[src/rtl/des_fp_output_stage_if.sv]
// Handshake bundle between the DES round engine, the FP output stage and the downstream consumer.
// The stage itself connects through the slave modport.
interface des_fp_output_stage_if #(
  parameter int CNT_W = 32
);
  logic             in_valid_i;
  logic             in_ready_o;
  logic [1:32]      l16_i;
  logic [1:32]      r16_i;
  logic             out_valid_o;
  logic             out_ready_i;
  logic [1:64]      data_o;
  logic [CNT_W-1:0] block_cnt_o;

  modport master (
    output in_valid_i, l16_i, r16_i, out_ready_i,
    input  in_ready_o, out_valid_o, data_o, block_cnt_o
  );

  modport slave (
    input  in_valid_i, l16_i, r16_i, out_ready_i,
    output in_ready_o, out_valid_o, data_o, block_cnt_o
  );
endinterface

[src/rtl/des_fp_output_stage.sv]
// DES output stage: swaps L16/R16, applies the final permutation (IP^-1) and buffers
// the result in a 2-entry head/tail FIFO with an emitted-block counter.
module des_fp_output_stage #(
  parameter int DEPTH = 2,
  parameter int CNT_W = 32
) (
  input  logic                  clk_i,
  input  logic                  rst_n_i,
  des_fp_output_stage_if.slave  bus
);

  typedef enum logic [1:0] {
    S_EMPTY = 2'd0,
    S_ONE   = 2'd1,
    S_FULL  = 2'(DEPTH)
  } state_t;

  state_t           r_state;
  logic             r_in_ready;
  logic             r_out_valid;
  logic [1:64]      r_head;
  logic [1:64]      r_tail;
  logic [CNT_W-1:0] r_block_cnt;

  logic [1:64]      w_pre;
  logic [1:64]      w_fp;
  logic             w_push;
  logic             w_pop;

  assign w_pre  = {bus.r16_i, bus.l16_i};
  assign w_push = bus.in_valid_i & r_in_ready;
  assign w_pop  = r_out_valid & bus.out_ready_i;

  // FP table in closed form: even columns read from the upper half of pre, odd from the lower.
  genvar gr, gc;
  generate
    for (gr = 0; gr < 8; gr++) begin : g_row
      for (gc = 0; gc < 8; gc++) begin : g_col
        if ((gc % 2) == 0) begin : g_even
          assign w_fp[8*gr+gc+1] = w_pre[40-gr+4*gc];
        end else begin : g_odd
          assign w_fp[8*gr+gc+1] = w_pre[8-gr+4*(gc-1)];
        end
      end
    end
  endgenerate

  always_ff @(posedge clk_i or negedge rst_n_i) begin
    if (!rst_n_i) begin
      r_state     <= S_EMPTY;
      r_in_ready  <= 1'b1;
      r_out_valid <= 1'b0;
      r_head      <= '0;
      r_block_cnt <= '0;
    end else begin
      if (w_pop) begin
        r_block_cnt <= r_block_cnt + CNT_W'(1);
      end
      case (r_state)
        S_EMPTY: begin
          if (w_push) begin
            r_head      <= w_fp;
            r_state     <= S_ONE;
            r_out_valid <= 1'b1;
          end
        end
        S_ONE: begin
          if (w_push && w_pop) begin
            r_head <= w_fp;
          end else if (w_push) begin
            r_state    <= S_FULL;
            r_in_ready <= 1'b0;
          end else if (w_pop) begin
            r_state     <= S_EMPTY;
            r_out_valid <= 1'b0;
          end
        end
        S_FULL: begin
          // in_ready is low here, so only a pop can happen
          if (w_pop) begin
            r_head     <= r_tail;
            r_state    <= S_ONE;
            r_in_ready <= 1'b1;
          end
        end
        default: begin
          r_state     <= S_EMPTY;
          r_in_ready  <= 1'b1;
          r_out_valid <= 1'b0;
        end
      endcase
    end
  end

  always_ff @(posedge clk_i) begin
    if ((r_state == S_ONE) && w_push && !w_pop) begin
      r_tail <= w_fp;
    end
  end

  assign bus.in_ready_o  = r_in_ready;
  assign bus.out_valid_o = r_out_valid;
  assign bus.data_o      = r_head;
  assign bus.block_cnt_o = r_block_cnt;

endmodule

[src/flat_wrapper.sv]
// flat-port wrapper written by rule: the top's interface ports become plain ports
module des_fp_output_stage_flat 
#(
  parameter int DEPTH = 2,
  parameter int CNT_W = 32
)
  (clk_i, rst_n_i, bus_in_valid_i, bus_l16_i, bus_r16_i, bus_out_ready_i, bus_in_ready_o, bus_out_valid_o, bus_data_o, bus_block_cnt_o);
  des_fp_output_stage_if #(.CNT_W(CNT_W)) bus_i ();
  input  logic clk_i;
  input  logic rst_n_i;
  input wire logic [$bits(bus_i.in_valid_i)-1:0] bus_in_valid_i;
  input wire logic [$bits(bus_i.l16_i)-1:0] bus_l16_i;
  input wire logic [$bits(bus_i.r16_i)-1:0] bus_r16_i;
  input wire logic [$bits(bus_i.out_ready_i)-1:0] bus_out_ready_i;
  output wire logic [$bits(bus_i.in_ready_o)-1:0] bus_in_ready_o;
  output wire logic [$bits(bus_i.out_valid_o)-1:0] bus_out_valid_o;
  output wire logic [$bits(bus_i.data_o)-1:0] bus_data_o;
  output wire logic [$bits(bus_i.block_cnt_o)-1:0] bus_block_cnt_o;
  assign bus_i.in_valid_i = bus_in_valid_i;
  assign bus_i.l16_i = bus_l16_i;
  assign bus_i.r16_i = bus_r16_i;
  assign bus_i.out_ready_i = bus_out_ready_i;
  assign bus_in_ready_o = bus_i.in_ready_o;
  assign bus_out_valid_o = bus_i.out_valid_o;
  assign bus_data_o = bus_i.data_o;
  assign bus_block_cnt_o = bus_i.block_cnt_o;
  des_fp_output_stage #(.DEPTH(DEPTH), .CNT_W(CNT_W)) u_core (.clk_i(clk_i), .rst_n_i(rst_n_i), .bus(bus_i));
endmodule
[config.mk]
export PLATFORM = sky130hd
export DESIGN_NAME = des_fp_output_stage_flat
export DESIGN_NICKNAME = d
export VERILOG_FILES = /design/src/rtl/des_fp_output_stage_if.sv /design/src/rtl/des_fp_output_stage.sv /design/src/flat_wrapper.sv
export SDC_FILE = /design/constraint.sdc
export NUM_CORES = 1
export LEC_CHECK = 0
export ABC_AREA = 1
export BUFFER_PORTS_ARGS = -buffer_cell sky130_fd_sc_hd__buf_2
export CELL_PAD_IN_SITES_DETAIL_PLACEMENT = 0
export CELL_PAD_IN_SITES_GLOBAL_PLACEMENT = 2
export CORE_ASPECT_RATIO = 0.75
export CORE_UTILIZATION = 34
export CTS_BUF_LIST = sky130_fd_sc_hd__clkbuf_4 sky130_fd_sc_hd__clkbuf_8
export DETAILED_ROUTE_END_ITERATION = 10
export MAX_ROUTING_LAYER = met4
export PLACE_DENSITY = 0.93
export SLEW_MARGIN = 0
export SYNTH_ARGS = -nofsm -noshare
export SYNTH_HDL_FRONTEND = slang
export SYNTH_SLANG_ARGS = --single-unit
[constraint.sdc]
create_clock -name clk_i -period 5.47 [get_ports clk_i]
set_clock_uncertainty 0.15 [all_clocks]
set_input_delay 1.094 -clock clk_i [delete_from_list [all_inputs] [get_ports clk_i]]
set_output_delay 1.094 -clock clk_i [all_outputs]
set_load 0.05 [all_outputs]
; After elaboration in Yosys (flattened, before gate mapping)
; Cells that the tools add are included.
; Widths: inputs -> output; s select.
[op_classes]
eq_ne = 10
bitwise_logic = 4
add_sub_neg = 1
n_reduce_logical = 10
muxes = 19
[op_table]
columns = op, count
row1 = $mux 64, 3
row2 = $pmux 64 s3, 1
row3 = $add 32x1->32 const B, 1
row4 = $reduce_and 4->1, 3
row5 = $mux 2, 5
row6 = $ne 2x1->1 const B, 5
row7 = $mux 1, 7
row8 = $pmux 1 s3, 2
row9 = $pmux 2 s3, 1
row10 = $reduce_and 5->1, 1
row11 = $ne 2x2->1 const B, 2
row12 = $logic_and 1x1->1, 3
row13 = $ne 3x1->1 const B, 1
row14 = $reduce_bool 3->1, 1
row15 = $and 1x1->1, 2
row16 = $eq 2x1->1 const B, 1
row17 = $eq 2x2->1 const B, 1
row18 = $logic_not 2->1, 1
row19 = $not 1->1, 2
row20 = $logic_not 1->1, 1
[totals]
word_cells = 50
reg_bits = 164
out_inout_bits = 98

; Depth between registers and ports, before layout
[logic_depth]
ltp_word = 5
mapped_depth = 10
depth_no_buf = 10

; Worst setup path after synthesis
; OpenSTA, ideal clock, no wires.
[synth_timing]
path_kind = input to register
from = input bus_out_ready_i
to = register u_core.r_tail[10] in the netlist's numbering (enable)
slack_ns = 0.853
required_time_ns = 4.834
setup_time_ns = 0.486
arrival_ns = 3.981
path_stages = 3
path_cell_list = nand2_2 -> nand2_1 -> nor2_1
[synth_between]
elab_chain_cells = 3
[synth_rtl]
columns = item, line_no
row1 = "start, declared", flat_wrapper.sv:14  ; input wire logic [$bits(bus_i.out_ready_i)-1:0] bus_out_ready_i;
row2 = $and 1x1->1, des_fp_output_stage.sv:32  ; assign w_pop = r_out_valid & bus.out_ready_i;
row3 = $logic_not 1->1, des_fp_output_stage.sv:96  ; if ((r_state == S_ONE) && w_push && !w_pop) begin
row4 = $logic_and 1x1->1, des_fp_output_stage.sv:96
row5 = "end signal, assigned", des_fp_output_stage.sv:97  ; r_tail <= w_fp;
row6 = "end, declared", des_fp_output_stage.sv:22  ; logic [1:64] r_tail;
; Every way passes these cells.
; A chain may end at the register's enable or synchronous reset.

; Final worst setup path
[layout_timing]
from = input bus_out_ready_i
to = register u_core.r_tail[5] in the netlist's numbering (enable)
; Same word-level chain as after synthesis.

==> metrics.yaml <==
clkTransAtPathRegs_ps: 90
finalNetCount: 897
synth_fp_nets: 742
place_congestion: 0.839
h-tree-depth: 4
final_hold_viol_count: 0
critPathCaptureType: "register"
hold_buffers: 0
outcome: "finished, violations left"
area_growth_pct: 21.3
setup-violations-final: 0
min_path_type: "reg2reg"
drc: 7
clock_sinks: 164
post_cts_buffers: 0
n_fill_cell: 1929
holdWs_ps: 369
path_class: "in2reg"
crit_arrival_ps: 2740
globalRouteOverflowTotal: 0
crit_path_max_incr_delay_ps: 670
die_w_um: 166
syn_area_um2: 6840
clkLatencyLatePin_ps: 460
hpwl_um: 11500
drtIter0Drc: 338
internal-power_mw: 1.76
worst_slew_pin_slew_ps: 858
top_usage_layer: "met2"
port_buffers: 165
dpl_worst_slack_ps: 2150
switching_share_pct: 23.0
ys_warn_count: 0
final_util_pct: 42.5
relSlewSlack_pct: 42.8
post_cts_resized: 0
seqPwrFrac_pct: 55.7
cts_max_path_buffers: 2
power_density_nw_per_um2: 276
cts_tree: "done"
dpl-instance-area_um2: 7870
design_area_um2: 8300
tns_ps: 0
max_cap_violations: 0
pwr-share-clk_pct: 41.6
grt_max_degree: 92
violations: "design-rule violations"
track_usage_pct: 18.3
synth.area.top_cells: "dfrtp_1, edfxtp_1, nand2_1, a31oi_1, nor2_1"
combPwrFrac_pct: 2.6
ant_nets: 0
p_sw_mw: 0.527
syn_inst: 673
synth_seq_cells: 164
ys_seq_area_share_pct: 64.7
fin_crit_sh_pct: 51.0
io_pins: 166
netlist.area_leader.share_pct: 36.2
slew_viol_final: 0
grt_use_met3_pct: 4.80
synth_cell_types: 29
rows: 44
fmax_ghz: 0.358
gr-usage-met2_pct: 25.9
leakage_nw: 3.42
setup.worst_path.start_class: "input port"
fin_ws_ps: 2680
cp_slowest_cell: "nor2_4"
via_per_inst: 4.85
drive_gt1_share_pct: 25.9
cp.required_ps: 5420
path_cells: "buf_2, nand2_2, nand2_1, nor2_4, buf_4"
syn_avg_cell_area_um2: 10.2
worst-path-max-fanout: 38
antenna_found_initial: 3
via_count: 5323
synth_top_area_cell: "dfrtp_1"
initial_core_util_pct: 35.0
grt_pass1_vias: 5136
routed_wl_um: 17300
vdd_drop_max_v: 0.000108
clk_root_buffer_cell: "clkbuf_8"
chipHeight_um: 125
grt_use_met1_pct: 25.5
routedWlPerCell_um: 15.7
die_area_um2: 20700
cts_buffers: 17
grt_pass1_wl_um: 28500
period_needed_ps: 2790
drt_pass1_iterations: 8
rsz0062_at_grt: "no"
core_um2: 19500
## synth_stat cells
cell	count
nor3_1	1
dfstp_2	1
nor2_1	103
a31oi_1	65
edfxtp_1	64
and3_1	1
and2_1	2
nand2_2	2
dfrtp_1	99
nand2_1	148
buf_1	2
nor3b_1	1
inv_2	3
xor2_1	10
nand4_1	6
o21a_1	1
nor3_2	1
buf_2	16
nand3_1	77
xnor2_1	9
nor2_4	1
clkbuf_1	9
ha_1	1
buf_4	8
o31ai_1	1
nor2_2	4
nand3b_1	6
inv_1	25
o21ai_0	6
## worst max-delay path, delay by kind of cell
family	cells	cell delay, ps
and+or+nand+nor	3	930
buffers and inverters	2	680
## path summary, 6_finish.rpt
check / slack (ps) / cells past startpoint / from / end
setup / recovery: 2680 / 5 / bus_out_ready_i / u_core.r_tail[5]$_DFFE_PP_
hold / removal: 370 / 2 / u_core.bus.in_ready_o$_DFFE_PN1P_ / u_core.bus.in_ready_o$_DFFE_PN1P_
setup reg to reg: 2690 / 8 / u_core.r_state[1]$_DFFE_PN0P_ / u_core.bus.data_o[10]$_DFFE_PN0P_
hold reg to reg: 370 / 2 / u_core.bus.in_ready_o$_DFFE_PN1P_ / u_core.bus.in_ready_o$_DFFE_PN1P_
max in group asynchronous: 3510 / 2 / rst_n_i / u_core.bus.data_o[45]$_DFFE_PN0P_
min in group asynchronous: 580 / 1 / rst_n_i / u_core.bus.block_cnt_o[28]$_DFFE_PN0P_
## per-stage QoR
stage,power [mW],cells
5_1_grt,2.38,1097
2_1_floorplan,1.31,673
6_report,2.29,1097
3_3_place_gp,1.36,1062
4_1_cts,2.32,1094
3_5_place_dp,1.36,1062
## power groups by stage
| stage | registers [mW] | clock network (mW) | logic (mW) |
|---|---|---|---|
| after floorplan | 1.30 | 0 | 0.0109 |
| after global placement | 1.30 | 0 | 0.0609 |
| after detailed placement | 1.30 | 0 | 0.0617 |
| after CTS | 1.28 | 0.986 | 0.0620 |
| after global routing | 1.28 | 1.03 | 0.0697 |
| final | 1.28 | 0.954 | 0.0602 |
## cell type report
cell class,count,area (um2),share of cell area (%)
Sequential cell,164,4430,53.3
Antenna cell,3,7.51,0.0905
Clock buffer,17,234,2.82
Inverter,28,108,1.30
Timing Repair Buffer,171,873,10.5
Tap cell,253,317,3.81
Clock inverter,15,193,2.32
Multi-Input combinational cell,446,2140,25.8
## layer usage
metal  routed length [um]  part of all wire [%]
met1                 8510                    49
met2                 7380                    43
met3                 1180                   6.8
met4                  193                   1.1
met5                    0                     0
## flip-flops by register name, summed over array words and instances, names as in the netlist
signal,cells
u_core.bus.out_valid_o,1
u_core.bus.in_ready_o,1
u_core.r_tail,64
u_core.r_state,2
u_core.bus.data_o,64
u_core.bus.block_cnt_o,32
## cells in the final DEF, fill, tap and decap left out, drive strengths merged
cell type,n
buf,171
nand3,77
dfrtp,99
nor3b,1
a31oi,65
xnor2,9
diode,3
nand2,150
o21a,1
inv,35
and2,2
clkbuf,17
and3,1
bufinv,3
xor2,10
clkinvlp,3
nor3,2
nand4,6
edfxtp,64
clkinv,2
nand3b,6
o31ai,1
o21ai,6
dfstp,1
nor2,108
ha,1
## cells by family (layout without fill, tap and decap cells)
group / Yosys count / after routing / share of synthesized area, %
AOI/OAI and AO/OA: 73 / 73 / 6.60
xor gates and xnor gates: 19 / 19 / 2.43
adders and majority gates: 1 / 1 / 0.183
buffers and inverters: 63 / 231 / 4.19
DFF: 164 / 164 / 64.7
other: 0 / 3 / 0
and+or+nand+nor: 353 / 353 / 21.9
Note: power is estimated with default switching activity, not from simulation.
